[src/rtl/cfg_bus_arbiter_if.sv]
// Shared register-configuration bus between the arbiter and the slave modules.
//   address        : target register address, driven by the arbiter
//   data           : write data, driven by the arbiter
//   valid          : transaction request, driven by the arbiter
//   ack            : OR of slave acknowledges
//   data_out       : OR of slave read-back data
//   data_out_valid : OR of slave read-back valids
// modport master : arbiter side
// modport slave  : slave side (or a bench model of the slaves)
interface cfg_bus_arbiter_if;
    logic [3:0] address;
    logic [3:0] data;
    logic       valid;
    logic       ack;
    logic [3:0] data_out;
    logic       data_out_valid;

    modport master (
        output address, data, valid,
        input  ack, data_out, data_out_valid
    );

    modport slave (
        input  address, data, valid,
        output ack, data_out, data_out_valid
    );
endinterface

[src/rtl/cfg_bus_arbiter.sv]
// Two-port round-robin arbiter for the 4-bit configuration bus.
// Port 0 is the UART address decoder, port 1 a local initiator (e.g. the
// power-up default loader). The winner's address/data are latched onto the
// shared bus until the slaves ack or the no-ack timeout expires; read-back
// data is captured and tagged with the owning requester.
//
// Ports:
//   clk, rst                 system clock, async active-low reset
//   reqN_valid/address/data  requester N transaction request
//   reqN_ack                 one-cycle completion pulse to requester N
//   reqN_timeout             one-cycle abort pulse, coincident with reqN_ack
//   bus                      shared bus, master side
//   rsp_data/valid/owner     captured read-back data, pulse and owner index
//   busy                     high whenever the arbiter is not idle
//
// state    | meaning
// ---------+-------------------------------------------------------------
// IDLE     | bus free, arbitrating between the two requesters
// WAIT_ACK | bus_valid high, waiting for slave ack or timeout
// RELEASE  | one-cycle gap after completion; requesters drop valid here
module cfg_bus_arbiter #(
    parameter int TIMEOUT_CYCLES = 255,
    parameter int CNT_W          = 8
) (
    input  logic                      clk,
    input  logic                      rst,
    input  logic                      req0_valid,
    input  logic [3:0]                req0_address,
    input  logic [3:0]                req0_data,
    output logic                      req0_ack,
    output logic                      req0_timeout,
    input  logic                      req1_valid,
    input  logic [3:0]                req1_address,
    input  logic [3:0]                req1_data,
    output logic                      req1_ack,
    output logic                      req1_timeout,
    cfg_bus_arbiter_if.master         bus,
    output logic [3:0]                rsp_data,
    output logic                      rsp_valid,
    output logic                      rsp_owner,
    output logic                      busy
);

    typedef enum logic [1:0] {
        IDLE     = 2'd0,
        WAIT_ACK = 2'd1,
        RELEASE  = 2'd2
    } state_t;

    localparam logic [CNT_W-1:0] CNT_LAST = CNT_W'(TIMEOUT_CYCLES - 1);

    state_t           state_q, state_d;
    logic             last_grant_q, last_grant_d;
    logic [CNT_W-1:0] cnt_q, cnt_d;
    logic [3:0]       addr_q, addr_d;
    logic [3:0]       data_q, data_d;
    logic             valid_q, valid_d;
    logic [1:0]       ack_q, ack_d;
    logic [1:0]       tmo_q, tmo_d;
    logic [3:0]       rsp_data_q, rsp_data_d;
    logic             rsp_valid_q, rsp_valid_d;
    logic             rsp_owner_q, rsp_owner_d;
    logic             grant;

    always_ff @(posedge clk or negedge rst) begin
        if (!rst) begin
            state_q      <= IDLE;
            last_grant_q <= 1'b1;
            cnt_q        <= '0;
            addr_q       <= '0;
            data_q       <= '0;
            valid_q      <= 1'b0;
            ack_q        <= '0;
            tmo_q        <= '0;
            rsp_data_q   <= '0;
            rsp_valid_q  <= 1'b0;
            rsp_owner_q  <= 1'b0;
        end else begin
            state_q      <= state_d;
            last_grant_q <= last_grant_d;
            cnt_q        <= cnt_d;
            addr_q       <= addr_d;
            data_q       <= data_d;
            valid_q      <= valid_d;
            ack_q        <= ack_d;
            tmo_q        <= tmo_d;
            rsp_data_q   <= rsp_data_d;
            rsp_valid_q  <= rsp_valid_d;
            rsp_owner_q  <= rsp_owner_d;
        end
    end

    always_comb begin
        state_d      = state_q;
        last_grant_d = last_grant_q;
        cnt_d        = cnt_q;
        addr_d       = addr_q;
        data_d       = data_q;
        valid_d      = valid_q;
        ack_d        = '0;
        tmo_d        = '0;
        rsp_data_d   = rsp_data_q;
        rsp_valid_d  = 1'b0;
        rsp_owner_d  = rsp_owner_q;
        grant        = 1'b0;

        case (state_q)
            IDLE: begin
                if (req0_valid || req1_valid) begin
                    // On a tie the port that did not win last time goes next.
                    grant        = (req0_valid && req1_valid) ? ~last_grant_q : req1_valid;
                    addr_d       = grant ? req1_address : req0_address;
                    data_d       = grant ? req1_data    : req0_data;
                    valid_d      = 1'b1;
                    last_grant_d = grant;
                    cnt_d        = '0;
                    state_d      = WAIT_ACK;
                end
            end
            WAIT_ACK: begin
                // An ack on the last allowed cycle still counts as a normal completion.
                if (bus.ack) begin
                    valid_d             = 1'b0;
                    ack_d[last_grant_q] = 1'b1;
                    state_d             = RELEASE;
                end else if (cnt_q == CNT_LAST) begin
                    valid_d             = 1'b0;
                    ack_d[last_grant_q] = 1'b1;
                    tmo_d[last_grant_q] = 1'b1;
                    state_d             = RELEASE;
                end else begin
                    cnt_d = cnt_q + CNT_W'(1);
                end
            end
            RELEASE: begin
                state_d = IDLE;
            end
            default: begin
                valid_d = 1'b0;
                state_d = IDLE;
            end
        endcase

        // Read-back is accepted while the owner still holds the bus, including
        // the release cycle right after completion; last_grant_q is the owner.
        if ((state_q == WAIT_ACK || state_q == RELEASE) && bus.data_out_valid) begin
            rsp_data_d  = bus.data_out;
            rsp_valid_d = 1'b1;
            rsp_owner_d = last_grant_q;
        end
    end

    assign bus.address  = addr_q;
    assign bus.data     = data_q;
    assign bus.valid    = valid_q;
    assign req0_ack     = ack_q[0];
    assign req1_ack     = ack_q[1];
    assign req0_timeout = tmo_q[0];
    assign req1_timeout = tmo_q[1];
    assign rsp_data     = rsp_data_q;
    assign rsp_valid    = rsp_valid_q;
    assign rsp_owner    = rsp_owner_q;
    assign busy         = (state_q != IDLE);

endmodule
[src/flat_wrapper.sv]
// flat-port wrapper written by rule: the top's interface ports become plain ports
module cfg_bus_arbiter_flat 
#(
    parameter int TIMEOUT_CYCLES = 255,
    parameter int CNT_W          = 8
)
  (clk, rst, req0_valid, req0_address, req0_data, req0_ack, req0_timeout, req1_valid, req1_address, req1_data, req1_ack, req1_timeout, rsp_data, rsp_valid, rsp_owner, busy, bus_address, bus_data, bus_valid, bus_ack, bus_data_out, bus_data_out_valid);
  cfg_bus_arbiter_if bus_i ();
  input  logic clk;
  input  logic rst;
  input  logic req0_valid;
  input  logic [3:0] req0_address;
  input  logic [3:0] req0_data;
  output logic req0_ack;
  output logic req0_timeout;
  input  logic req1_valid;
  input  logic [3:0] req1_address;
  input  logic [3:0] req1_data;
  output logic req1_ack;
  output logic req1_timeout;
  output logic [3:0] rsp_data;
  output logic rsp_valid;
  output logic rsp_owner;
  output logic busy;
  output wire logic [$bits(bus_i.address)-1:0] bus_address;
  output wire logic [$bits(bus_i.data)-1:0] bus_data;
  output wire logic [$bits(bus_i.valid)-1:0] bus_valid;
  input wire logic [$bits(bus_i.ack)-1:0] bus_ack;
  input wire logic [$bits(bus_i.data_out)-1:0] bus_data_out;
  input wire logic [$bits(bus_i.data_out_valid)-1:0] bus_data_out_valid;
  assign bus_address = bus_i.address;
  assign bus_data = bus_i.data;
  assign bus_valid = bus_i.valid;
  assign bus_i.ack = bus_ack;
  assign bus_i.data_out = bus_data_out;
  assign bus_i.data_out_valid = bus_data_out_valid;
  cfg_bus_arbiter #(.TIMEOUT_CYCLES(TIMEOUT_CYCLES), .CNT_W(CNT_W)) u_core (.clk(clk), .rst(rst), .req0_valid(req0_valid), .req0_address(req0_address), .req0_data(req0_data), .req0_ack(req0_ack), .req0_timeout(req0_timeout), .req1_valid(req1_valid), .req1_address(req1_address), .req1_data(req1_data), .req1_ack(req1_ack), .req1_timeout(req1_timeout), .bus(bus_i), .rsp_data(rsp_data), .rsp_valid(rsp_valid), .rsp_owner(rsp_owner), .busy(busy));
endmodule
[config.mk]
export PLATFORM = sky130hd
export DESIGN_NAME = cfg_bus_arbiter_flat
export DESIGN_NICKNAME = d
export VERILOG_FILES = /design/src/rtl/cfg_bus_arbiter_if.sv /design/src/rtl/cfg_bus_arbiter.sv /design/src/flat_wrapper.sv
export SDC_FILE = /design/constraint.sdc
export NUM_CORES = 1
export LEC_CHECK = 0
export ABC_AREA = 1
export CAP_MARGIN = 25
export CELL_PAD_IN_SITES_DETAIL_PLACEMENT = 1
export CELL_PAD_IN_SITES_GLOBAL_PLACEMENT = 1
export CORE_MARGIN = 2
export CORE_UTILIZATION = 36
export CTS_CLUSTER_DIAMETER = 80
export CTS_CLUSTER_SIZE = 40
export DETAILED_ROUTE_END_ITERATION = 12
export PLACE_DENSITY = 0.95
export SYNTH_ARGS = -nofsm -noshare
export SYNTH_HDL_FRONTEND = slang
export SYNTH_SLANG_ARGS = --single-unit
[constraint.sdc]
create_clock -name clk -period 2.9 [get_ports clk]
set_clock_uncertainty 0.15 [all_clocks]
set_input_delay 0.435 -clock clk [delete_from_list [all_inputs] [get_ports clk]]
set_output_delay 0.435 -clock clk [all_outputs]
set_load 0.02 [all_outputs]
==> results.sh, run 1 <==
export IMPL_synth_edf_count=0
export IMPL_timing_max_slew_rel_slack_pct=70.95
export IMPL_ff_latch_count_synth=30
export IMPL_detail_route_wirelength_um=3969
export IMPL_yosys_top_cell_by_area="sky130_fd_sc_hd__dfrtp_1"
export IMPL_most_used_flip_flop_cell_after_synthesis="sky130_fd_sc_hd__dfrtp_1"
export IMPL_regToRegEndpoint="u_core.state_q[1]"
export IMPL_area_of_the_core_um2=4029
export IMPL_boundaryPins=46
export IMPL_endpoint_type_of_the_worst_setup_path="output port"
export IMPL_die_h_um=68.72
export IMPL_cts_resized=0
export IMPL_synth_area_leaders="sky130_fd_sc_hd__dfrtp_1 (48%), sky130_fd_sc_hd__nand2_1 (13%), sky130_fd_sc_hd__inv_1 (4.5%), sky130_fd_sc_hd__ha_1 (4.1%), sky130_fd_sc_hd__o21ai_0 (4.0%)"
export IMPL_placement_io_buffers=45
export IMPL_hold_path_end="u_core.rsp_data[0]"
export IMPL_htree_levels=2
export IMPL_drt_iter0_drc=42
export IMPL_vias_in_the_first_global_route=1491
export IMPL_accumulated_negative_setup_slack_ps=0
export IMPL_layout_core_utilization_pct=52.14
export IMPL_die_area_um2=4722
export IMPL_remaining_number_of_nets_flagged_by_the_antenna_check_after_routing=0
export IMPL_grt_first_pass_wirelength_um=6872
export IMPL_reg2regPathDepth=8
export IMPL_cp_arrival_ps=1760
export IMPL_grt_start_max_net_pins=31
export IMPL_final_hold_violation_count=0
export IMPL_nature_of_the_critical_path_startpoint="flip-flop"
export IMPL_viasPerCell=4.818
export IMPL_finalCritPeriodShare_pct=80.83
export IMPL_hpwl_um=3044
export IMPL_critical_path_reg2reg_startpoint="u_core.state_q[1]"
export IMPL_crit_type="flip-flop to output port"
export IMPL_grt_usage_pct=20.46
export IMPL_firstDrtPassIters=4
export IMPL_grt_setup_unrepaired="false"
export IMPL_die_w_um=68.72
export IMPL_drcViolationCount=0
export IMPL_synth_fp_nets=208
export IMPL_num_fill_cells=496
export IMPL_power_per_cell_area_nw_per_um2=940.5
export IMPL_worst_hold_startpoint="u_core.rsp_data[0]"
export IMPL_yosysSeqAreaShare_pct=49.88
export IMPL_outcome="completed"
export IMPL_cts_root_buffer_cell="sky130_fd_sc_hd__clkbuf_8"
export IMPL_cts_hold_fix_buffers=0
export IMPL_fmaxAchievable_mhz=426.6
export IMPL_hold_path_class="flip-flop to flip-flop"
export IMPL_post_route_min_period_ps=2344
export IMPL_share_of_post_route_cells_with_drive_strength_above_1_pct=10.00
export IMPL_syn_mean_instance_area_um2=8.518
export IMPL_min_delay_path_depth=2
export IMPL_cp_data_required_time_ps=2320
export IMPL_finish_net_count=260
export IMPL_cts_sinks=30
export IMPL_place_gp_congestion=0.8041
export IMPL_number_of_instances_in_the_synthesized_netlist=177
export IMPL_clockBufferDepth=2
export IMPL_fp_row_count=23
export IMPL_initial_utilization_pct=37.42
export IMPL_synth_async_reset_ratio_pct=100.0
export IMPL_worst_skew_pair_late_latency_ps=280
export IMPL_maxCapViolations=0
export IMPL_synth_distinct_cells=24
export IMPL_ys_warn_count=0
export IMPL_synthesis_area_um2=1508
export IMPL_tritoncts="built"
export IMPL_cts_buffers=5
export IMPL_crit_path_max_fanout=4
export IMPL_via_count=1349
export IMPL_clk_pin_slew_ps=60
export IMPL_antenna_cells_inserted=0
export IMPL_drt_wirelength_per_cell_um=14.18
export IMPL_timing_final_max_slew_violations=0
export IMPL_slew_worst_pin_ps=435.8
export IMPL_r2r_setup_slack_ps=960
export IMPL_synth_top_area_share_pct=48.13
export IMPL_globalRoute_totalOverflow=0
export IMPL_antenna_found_initial=0
export IMPL_postCtsSetupBuffers=0
export IMPL_area_growth_synth_to_final_pct=39.34
export IMPL_final_setup_violation_count=0
export IMPL_p_leak_nw=0.9340
export IMPL_max_vdd_ir_drop_mv=0.4793
## metal layers
metal	vias up	routed length (um)	global-route usage [%]
li1	671	-	-
met1	647	1715	24.51
met2	25	2030	35.10
met3	6	151	5.195
met4	0	72	8.088
met5	-	0	0
## layout by cell type, fill, tap and decap left out
| cell | count |
|---|---|
| sky130_fd_sc_hd__nor2_1 | 12 |
| sky130_fd_sc_hd__dfrtp_1 | 29 |
| sky130_fd_sc_hd__clkdlybuf4s50_1 | 45 |
| sky130_fd_sc_hd__dfstp_2 | 1 |
| sky130_fd_sc_hd__nor2_2 | 2 |
| sky130_fd_sc_hd__buf_4 | 3 |
| sky130_fd_sc_hd__o21ai_2 | 5 |
| sky130_fd_sc_hd__or2_2 | 1 |
| sky130_fd_sc_hd__clkbuf_1 | 2 |
| sky130_fd_sc_hd__nand3_4 | 2 |
| sky130_fd_sc_hd__o21ai_0 | 12 |
| sky130_fd_sc_hd__nand2_2 | 1 |
| sky130_fd_sc_hd__inv_1 | 18 |
| sky130_fd_sc_hd__nand3_1 | 9 |
| sky130_fd_sc_hd__a21oi_1 | 4 |
| sky130_fd_sc_hd__o211ai_1 | 1 |
| sky130_fd_sc_hd__nor2_4 | 1 |
| sky130_fd_sc_hd__clkbuf_8 | 6 |
| sky130_fd_sc_hd__o21ai_1 | 12 |
| sky130_fd_sc_hd__o21bai_1 | 2 |
| sky130_fd_sc_hd__o21a_1 | 1 |
| sky130_fd_sc_hd__ha_1 | 5 |
| sky130_fd_sc_hd__nand2_1 | 53 |
| sky130_fd_sc_hd__nor3_1 | 2 |
| sky130_fd_sc_hd__a21oi_2 | 1 |
## sequential cells by signal, indices dropped and copies added, names as in the netlist
name / cells
u_core.rsp_data: 4
u_core.state_q: 2
u_core.ack_q: 2
u_core.bus.data: 4
u_core.last_grant_q: 1
u_core.tmo_q: 2
u_core.rsp_owner: 1
u_core.bus.address: 4
u_core.rsp_valid: 1
u_core.bus.valid: 1
u_core.cnt_q: 8
## cell families (layout without fill, tap and decap cells)
family,Yosys count,after routing,synth area share (%)
simple gates,83,83,24.56
compound gates,38,38,14.77
flops,30,30,49.88
buf+inv,21,74,6.639
fa+ha+maj,5,5,4.149
## worst max-delay path by stage
stage	cells past startpoint	to	startpoint	slack, ps
floorplan	9	u_core.cnt_q[2]	u_core.state_q[1]	1280
global placement	4	busy	u_core.state_q[0]	920
detailed placement	7	u_core.bus.data[2]	req0_valid	840
CTS	4	busy	u_core.state_q[1]	540
global route	4	busy	u_core.state_q[1]	500
finish	4	busy	u_core.state_q[0]	560
## cell type report
cell class                 count  area, um^2  share of cell area [%]
tap                           50       62.56                   2.978
sequential                    30       752.0                   35.80
multi-input combinational    126       655.6                   31.21
clock buffer                   8       90.09                   4.288
timing repair buffer          48       473.0                   22.51
inverter                      18       67.56                   3.216
## cells in the mapped netlist (2+ instances only)
cell type and n:
sky130_fd_sc_hd__nand2_1 53, sky130_fd_sc_hd__dfrtp_1 29, sky130_fd_sc_hd__inv_1 18, sky130_fd_sc_hd__nor2_1 12, sky130_fd_sc_hd__o21ai_0 12, sky130_fd_sc_hd__o21ai_1 12, sky130_fd_sc_hd__nand3_1 9, sky130_fd_sc_hd__ha_1 5
sky130_fd_sc_hd__o21ai_2 5, sky130_fd_sc_hd__a21oi_1 4, sky130_fd_sc_hd__nand3_4 2, sky130_fd_sc_hd__nor2_2 2, sky130_fd_sc_hd__nor3_1 2, sky130_fd_sc_hd__o21bai_1 2
## power breakdown
group,switching (mW),internal [mW],total (mW)
sequential,0.0987,0.568,0.666
combinational,0.576,0.391,0.968
clock,0.149,0.193,0.342
## stage by stage
step	power [mW]	hold slack, ps	setup slack [ps]	cells	area (um^2)
5_1_grt	2.124	377.4	503.3	280	2101
4_1_cts	2.005	344.7	539.0	280	2101
6_report	1.976	345.0	556.0	280	2101
2_1_floorplan	1.252	-10.59	1280	177	1508
3_5_place_dp	1.646	323.5	844.0	272	2011
3_3_place_gp	1.589	318.0	920.5	272	2011
## critical path, stage by stage, from the launching register on
cell and delay, ps:
sky130_fd_sc_hd__dfrtp_1 380, sky130_fd_sc_hd__inv_1 80, sky130_fd_sc_hd__ha_1 260, sky130_fd_sc_hd__inv_1 130
sky130_fd_sc_hd__clkdlybuf4s50_1 630
Power figures use the tool's default switching activity.
==> inputs of run 2 (changes only) <==
--- a/config.mk
+++ b/config.mk
@@ -10,11 +10,11 @@
 export CELL_PAD_IN_SITES_DETAIL_PLACEMENT = 1
 export CELL_PAD_IN_SITES_GLOBAL_PLACEMENT = 1
 export CORE_MARGIN = 2
-export CORE_UTILIZATION = 36
+export CORE_UTILIZATION = 34
 export CTS_CLUSTER_DIAMETER = 80
 export CTS_CLUSTER_SIZE = 40
 export DETAILED_ROUTE_END_ITERATION = 12
-export PLACE_DENSITY = 0.95
+export PLACE_DENSITY = 0.91
 export SYNTH_ARGS = -nofsm -noshare
 export SYNTH_HDL_FRONTEND = slang
 export SYNTH_SLANG_ARGS = --single-unit
==> constraint.sdc (replaced) <==
create_clock -name clk -period 2.33 [get_ports clk]
set_clock_uncertainty 0.15 [all_clocks]
set_input_delay 0.3495 -clock clk [delete_from_list [all_inputs] [get_ports clk]]
set_output_delay 0.3495 -clock clk [all_outputs]
set_load 0.02 [all_outputs]
==> run 2 against run 1 <==
- global-route usage fell by 2.6 points
- register-to-register slack got worse by 500 ps
- clock power rose by 52%
- final cell count rose by 0.71%
- hold slack got worse by 44 ps
- critical path type unchanged
- clock-buffer cell count fell by 3
- sequential cell count did not move
- sequential share of layout area fell by 0.40 points
- critical path depth did not move
- core utilization fell by 3.0 points
- design area rose by 1.1%
- setup slack got worse by 95 ps
==> results.sh, run 2 (synthesis results as in run 1) <==
export IMPL_outcome="completed"
export IMPL_antenna_cells_inserted=0
export IMPL_fmaxAchievable_mhz=534.9
export IMPL_remaining_number_of_nets_flagged_by_the_antenna_check_after_routing=0
export IMPL_antenna_found_initial=0
export IMPL_firstDrtPassIters=4
export IMPL_placement_io_buffers=45
export IMPL_place_gp_congestion=0.7754
export IMPL_clockBufferDepth=2
export IMPL_timing_max_slew_rel_slack_pct=74.05
export IMPL_cp_arrival_ps=1370
export IMPL_reg2regPathDepth=8
export IMPL_vias_in_the_first_global_route=1476
export IMPL_detail_route_wirelength_um=3938
export IMPL_slew_worst_pin_ps=389.2
export IMPL_crit_type="flip-flop to output port"
export IMPL_clk_pin_slew_ps=70
export IMPL_finish_net_count=260
export IMPL_netSwitchingPower_mw=1.027
export IMPL_critPathSlowestCell="sky130_fd_sc_hd__dfrtp_1"
export IMPL_drcViolationCount=0
export IMPL_max_vdd_ir_drop_mv=0.6625
export IMPL_grt_usage_pct=17.86
export IMPL_nature_of_the_critical_path_startpoint="flip-flop"
export IMPL_cp_data_required_time_ps=1830
export IMPL_via_count=1368
export IMPL_most_frequent_cells_in_the_layout="sky130_fd_sc_hd__nand2_1 (53), sky130_fd_sc_hd__clkdlybuf4s50_1 (44), sky130_fd_sc_hd__dfrtp_1 (29)"
export IMPL_grt_setup_unrepaired="false"
export IMPL_initial_utilization_pct=34.87
export IMPL_power_share_clock_pct=20.5
export IMPL_cts_root_buffer_cell="sky130_fd_sc_hd__clkbuf_8"
export IMPL_final_setup_violation_count=0
export IMPL_die_w_um=70.59
export IMPL_globalRoute_totalOverflow=0
export IMPL_share_of_post_route_cells_with_drive_strength_above_1_pct=10.87
export IMPL_die_h_um=70.59
export IMPL_endpoint_type_of_the_worst_setup_path="output port"
export IMPL_hold_path_class="input pin to async pin"
export IMPL_layout_cells_most_common="sky130_fd_sc_hd__nand2_1"
export IMPL_combinationalPowerShare_pct=46.8
export IMPL_postCtsSetupBuffers=0
export IMPL_crit_path_max_fanout=4
export IMPL_p_sw_share_pct=40.53
export IMPL_power_per_cell_area_nw_per_um2=1193
export IMPL_hpwl_um=2970
export IMPL_cts_sinks=30
export IMPL_htree_levels=2
export IMPL_power_sequential_fraction_pct=32.6
export IMPL_cts_resized=0
export IMPL_worst_skew_pair_late_latency_ps=290
export IMPL_final_cell_count_no_fill=282
export IMPL_timing_critical_path_mode_cell="sky130_fd_sc_hd__inv_1"
export IMPL_largest_register_ffs=8
export IMPL_path_cells="inv_1 > ha_1 > inv_1 > dlymetal6s2s_1"
export IMPL_area_growth_synth_to_final_pct=40.91
export IMPL_timing_final_max_slew_violations=0
export IMPL_grt_first_pass_wirelength_um=6755
export IMPL_boundaryPins=46
export IMPL_cts_buffers=5
export IMPL_place_worst_setup_slack_ps=399.1
export IMPL_finalCritPeriodShare_pct=80.23
export IMPL_internal_power_mw=1.507
export IMPL_accumulated_negative_setup_slack_ps=0
export IMPL_p_leak_nw=0.9543
export IMPL_top_register="u_core.cnt_q"
export IMPL_placed_cells_incl_taps=274
export IMPL_fp_row_count=24
export IMPL_drt_wirelength_per_cell_um=13.96
export IMPL_maxCapViolations=0
export IMPL_viasPerCell=4.851
export IMPL_die_area_um2=4983
export IMPL_area_of_the_core_um2=4324
export IMPL_fin_hold_ws_ps=300.6
export IMPL_tritoncts="built"
export IMPL_post_route_min_period_ps=1869
export IMPL_slowest_delay_ps=370
export IMPL_drt_iter0_drc=42
export IMPL_final_hold_violation_count=0
export IMPL_fin_ws_ps=460.6
export IMPL_cts_hold_fix_buffers=0
export IMPL_grt_start_max_net_pins=31
[run 2: cell type report]
cell class | count | area, um^2
Sequential cell | 30 | 752.0
Clock inverter | 3 | 40.04
Fill cell | 520 | 2200
Timing Repair Buffer | 48 | 475.5
Clock buffer | 5 | 68.82
Tap cell | 52 | 65.06
Inverter | 18 | 67.56
Multi-Input combinational cell | 126 | 655.6
[run 2: worst max-delay path, delay by kind of cell (launching register included)]
family	cells	cell delay (ps)
buf+inv	3	440
fa+ha+maj	1	260
flops	1	370
[run 2: layer usage]
layer / wire length [um] / track usage, % / vias to the layer above
met2: 1900 / 29.35 / 43
met5: 0 / 0 / -
met4: 74 / 7.547 / 0
met3: 338 / 7.835 / 8
li1: - / - / 672
met1: 1625 / 20.40 / 645
[run 2: final timing paths]
| check | from | end | slack [ps] |
|---|---|---|---|
| worst max-delay path | u_core.state_q[0] | busy | 460 |
| worst max register to register | u_core.state_q[1] | u_core.state_q[1] | 460 |
| worst min-delay path | rst | u_core.cnt_q[6] | 300 |
| max in group asynchronous | rst | u_core.last_grant_q | 1410 |
| worst min register to register | u_core.rsp_data[3] | u_core.rsp_data[3] | 330 |
| min in group clk | u_core.rsp_data[3] | u_core.rsp_data[3] | 330 |
[run 2: through the flow]
step | power [mW] | utilization (%) | area (um^2)
after floorplan | 1.559 | - | 1508
after global placement | 1.984 | 46.56 | 2013
after detailed placement | 2.031 | 46.56 | 2013
after CTS | 2.586 | 49.07 | 2122
after global routing | 2.733 | 49.13 | 2125
final | 2.534 | 49.13 | 2125
[run 2: power by group through the flow]
stage	registers, mW	logic [mW]	clock network (mW)
5_1_grt	0.853	1.33	0.555
4_1_cts	0.829	1.22	0.539
3_5_place_dp	0.829	1.20	0
3_3_place_gp	0.829	1.16	0
6_report	0.827	1.19	0.519
2_1_floorplan	0.979	0.579	0
==> inputs of run 3 (changes only) <==
--- a/config.mk
+++ b/config.mk
@@ -10,11 +10,11 @@
 export CELL_PAD_IN_SITES_DETAIL_PLACEMENT = 1
 export CELL_PAD_IN_SITES_GLOBAL_PLACEMENT = 1
 export CORE_MARGIN = 2
-export CORE_UTILIZATION = 34
+export CORE_UTILIZATION = 30
 export CTS_CLUSTER_DIAMETER = 80
 export CTS_CLUSTER_SIZE = 40
 export DETAILED_ROUTE_END_ITERATION = 12
-export PLACE_DENSITY = 0.91
+export PLACE_DENSITY = 0.85
 export SYNTH_ARGS = -nofsm -noshare
 export SYNTH_HDL_FRONTEND = slang
 export SYNTH_SLANG_ARGS = --single-unit
==> constraint.sdc (replaced) <==
create_clock -name clk -period 1.6 [get_ports clk]
set_clock_uncertainty 0.15 [all_clocks]
set_input_delay 0.24 -clock clk [delete_from_list [all_inputs] [get_ports clk]]
set_output_delay 0.24 -clock clk [all_outputs]
set_load 0.02 [all_outputs]
==> run 3 against run 2 <==
- the flow now finishes with violations (negative setup slack)
- final cell count is 15% higher
- largest cell class is now multi-input combinational cells
- largest power group unchanged
- setup slack worse by 510 ps
- design area is 16% higher
- critical path depth is 3 higher
- combinational power is 110% higher
- die area is 13% higher
- core utilization is 2.2 points higher
- clock power is 26% higher
- register-to-register slack worse by 510 ps
- critical endpoint is now u_core.cnt_q[4]
==> results.sh, run 3 (synthesis results as in run 1) <==
export IMPL_outcome="finished, violations left"
export IMPL_failing_checks="negative setup slack"
export IMPL_timing_final_max_slew_violations=0
export IMPL_drt_iter0_drc=44
export IMPL_crit_type="flip-flop to flip-flop"
export IMPL_endpoint_type_of_the_worst_setup_path="flip-flop"
export IMPL_drcViolationCount=0
export IMPL_r2r_setup_slack_ps=-50
export IMPL_drt_wirelength_per_cell_um=16.18
export IMPL_fmaxAchievable_mhz=605.5
export IMPL_final_cell_count_no_fill=323
export IMPL_fin_ws_ps=-51.40
export IMPL_max_vdd_ir_drop_mv=0.8531
export IMPL_timing_max_slew_rel_slack_pct=80.66
export IMPL_cts_hold_fix_buffers=0
export IMPL_grt_usage_pct=17.91
export IMPL_fin_hold_ws_ps=143.0
export IMPL_clockBufferDepth=2
export IMPL_antenna_found_initial=0
export IMPL_vias_in_the_first_global_route=1622
export IMPL_layout_cells_most_common="sky130_fd_sc_hd__nand2_1"
export IMPL_final_area_um2=2455
export IMPL_hpwl_um=3201
export IMPL_worst_skew_pair_late_latency_ps=290
export IMPL_hold_path_class="input pin to async pin"
export IMPL_final_hold_violation_count=0
export IMPL_firstDrtPassIters=4
export IMPL_area_of_the_core_um2=4786
export IMPL_fp_row_count=25
export IMPL_die_w_um=74.89
export IMPL_critPathSlowestCell="sky130_fd_sc_hd__dfrtp_1"
export IMPL_cts_root_buffer_cell="sky130_fd_sc_hd__clkbuf_8"
export IMPL_die_area_um2=5609
export IMPL_crit_path_max_fanout=8
export IMPL_boundaryPins=46
export IMPL_largest_register_ffs=8
export IMPL_dpl_cell_area_um2=2170
export IMPL_grt_first_pass_wirelength_um=7500
export IMPL_remaining_number_of_nets_flagged_by_the_antenna_check_after_routing=0
export IMPL_slowest_delay_ps=440
export IMPL_cp_data_required_time_ps=1670
export IMPL_num_fill_cells=567
export IMPL_cts_sinks=30
export IMPL_antenna_cells_inserted=0
export IMPL_top_register="u_core.cnt_q"
export IMPL_grt_setup_unrepaired="true"
export IMPL_place_gp_congestion=0.8293
export IMPL_share_of_post_route_cells_with_drive_strength_above_1_pct=30.08
export IMPL_die_h_um=74.89
export IMPL_most_frequent_cells_in_the_layout="sky130_fd_sc_hd__nand2_1 (49), sky130_fd_sc_hd__dfrtp_1 (28), sky130_fd_sc_hd__clkdlybuf4s50_1 (25)"
export IMPL_p_leak_nw=1.139
export IMPL_detail_route_wirelength_um=5226
export IMPL_final_setup_violation_count=5
export IMPL_cp_arrival_ps=1720
export IMPL_post_route_min_period_ps=1651
export IMPL_cts_buffers=5
export IMPL_globalRoute_totalOverflow=0
export IMPL_finalCritPeriodShare_pct=103.2
export IMPL_initial_utilization_pct=31.50
export IMPL_placed_cells_incl_taps=307
export IMPL_path_cells="inv_2 > ha_4 > buf_6 > o21a_4 > nand3_4 > buf_6 > o21ai_2"
export IMPL_clk_pin_slew_ps=70
export IMPL_via_count=1520
export IMPL_nature_of_the_critical_path_startpoint="flip-flop"
export IMPL_placement_io_buffers=45
export IMPL_finish_net_count=286
export IMPL_tritoncts="built"
export IMPL_htree_levels=2
export IMPL_timing_critical_path_mode_cell="sky130_fd_sc_hd__buf_6"
export IMPL_viasPerCell=4.706
export IMPL_power_per_cell_area_nw_per_um2=1758
export IMPL_grt_start_max_net_pins=17
export IMPL_maxCapViolations=0
export IMPL_area_growth_synth_to_final_pct=62.82
export IMPL_slew_worst_pin_ps=288.8
## run 3: cell count changes in the layout (fill, tap and decap cells not counted), moves of 4 or more
cell	delta
sky130_fd_sc_hd__ha_1	-4
sky130_fd_sc_hd__buf_4	+17
sky130_fd_sc_hd__dlygate4sd2_1	+19
sky130_fd_sc_hd__clkdlybuf4s50_1	-19
sky130_fd_sc_hd__o21ai_0	-6
sky130_fd_sc_hd__nand2_1	-4
sky130_fd_sc_hd__inv_2	+7
sky130_fd_sc_hd__buf_6	+8
sky130_fd_sc_hd__nand2_2	+4
sky130_fd_sc_hd__inv_1	-7
sky130_fd_sc_hd__ha_4	+4
sky130_fd_sc_hd__o21ai_2	+4
## run 3: critical path, delay by kind of cell (launching register included)
kind	cells	cell delay [ps]
compound gates	2	280
fa+ha+maj	1	150
buf+inv	3	390
flops	1	440
simple gates	1	160
## run 3: timing repair
action,CTS,global route
setup buffers,1,6
setup endpoints to repair,42,22
pin swaps,2,12
endpoints found under the hold margin,0,0
gates resized for setup,34,37
cloned,0,1
## run 3: final timing paths
path / end / start / cells past startpoint
setup / recovery: u_core.cnt_q[4] / u_core.state_q[0] / 7
hold / removal: u_core.tmo_q[1] / rst / 2
setup reg to reg: u_core.cnt_q[4] / u_core.state_q[0] / 7
hold reg to reg: u_core.rsp_data[2] / u_core.rsp_data[2] / 2
max in group asynchronous: u_core.last_grant_q / rst / 2
min in group clk: u_core.rsp_data[0] / bus_data_out[0] / 3
## run 3: cell type report
| type | count | area [um^2] | area share [%] |
|---|---|---|---|
| Clock buffer | 7 | 86.33 | 3.517 |
| Clock inverter | 1 | 5.005 | 0.2039 |
| Inverter | 18 | 67.56 | 2.752 |
| Multi-Input combinational cell | 127 | 797.0 | 32.47 |
| Sequential cell | 30 | 753.2 | 30.68 |
| Tap cell | 67 | 83.83 | 3.415 |
| Timing Repair Buffer | 73 | 661.9 | 26.96 |
## run 3: metal layers
metal	up-vias	track usage [%]	wire, um
met1	739	21.70	2050
li1	729	-	-
met3	13	4.819	215
met4	0	6.548	155
met5	-	0	0
met2	39	30.51	2804
## run 3: where the power goes
part           internal [mW]  switching, mW  total, mW
clock                  0.347          0.309      0.655
sequential              1.03          0.181       1.21
combinational           1.09           1.36       2.45
total                   2.46           1.85       4.32
## run 3: per-stage QoR
stage | utilization, % | setup WS (ps) | total power [mW] | TNS (ps)
finish | 51.29 | -51.40 | 4.316 | -108.0
global route | 51.29 | -117.1 | 4.572 | -1060
detailed placement | 45.33 | -188.1 | 3.166 | -1744
CTS | 47.35 | -1.747 | 3.752 | -1.747
floorplan | - | 16.43 | 2.263 | 0
global placement | 45.33 | -71.35 | 3.090 | -202.9
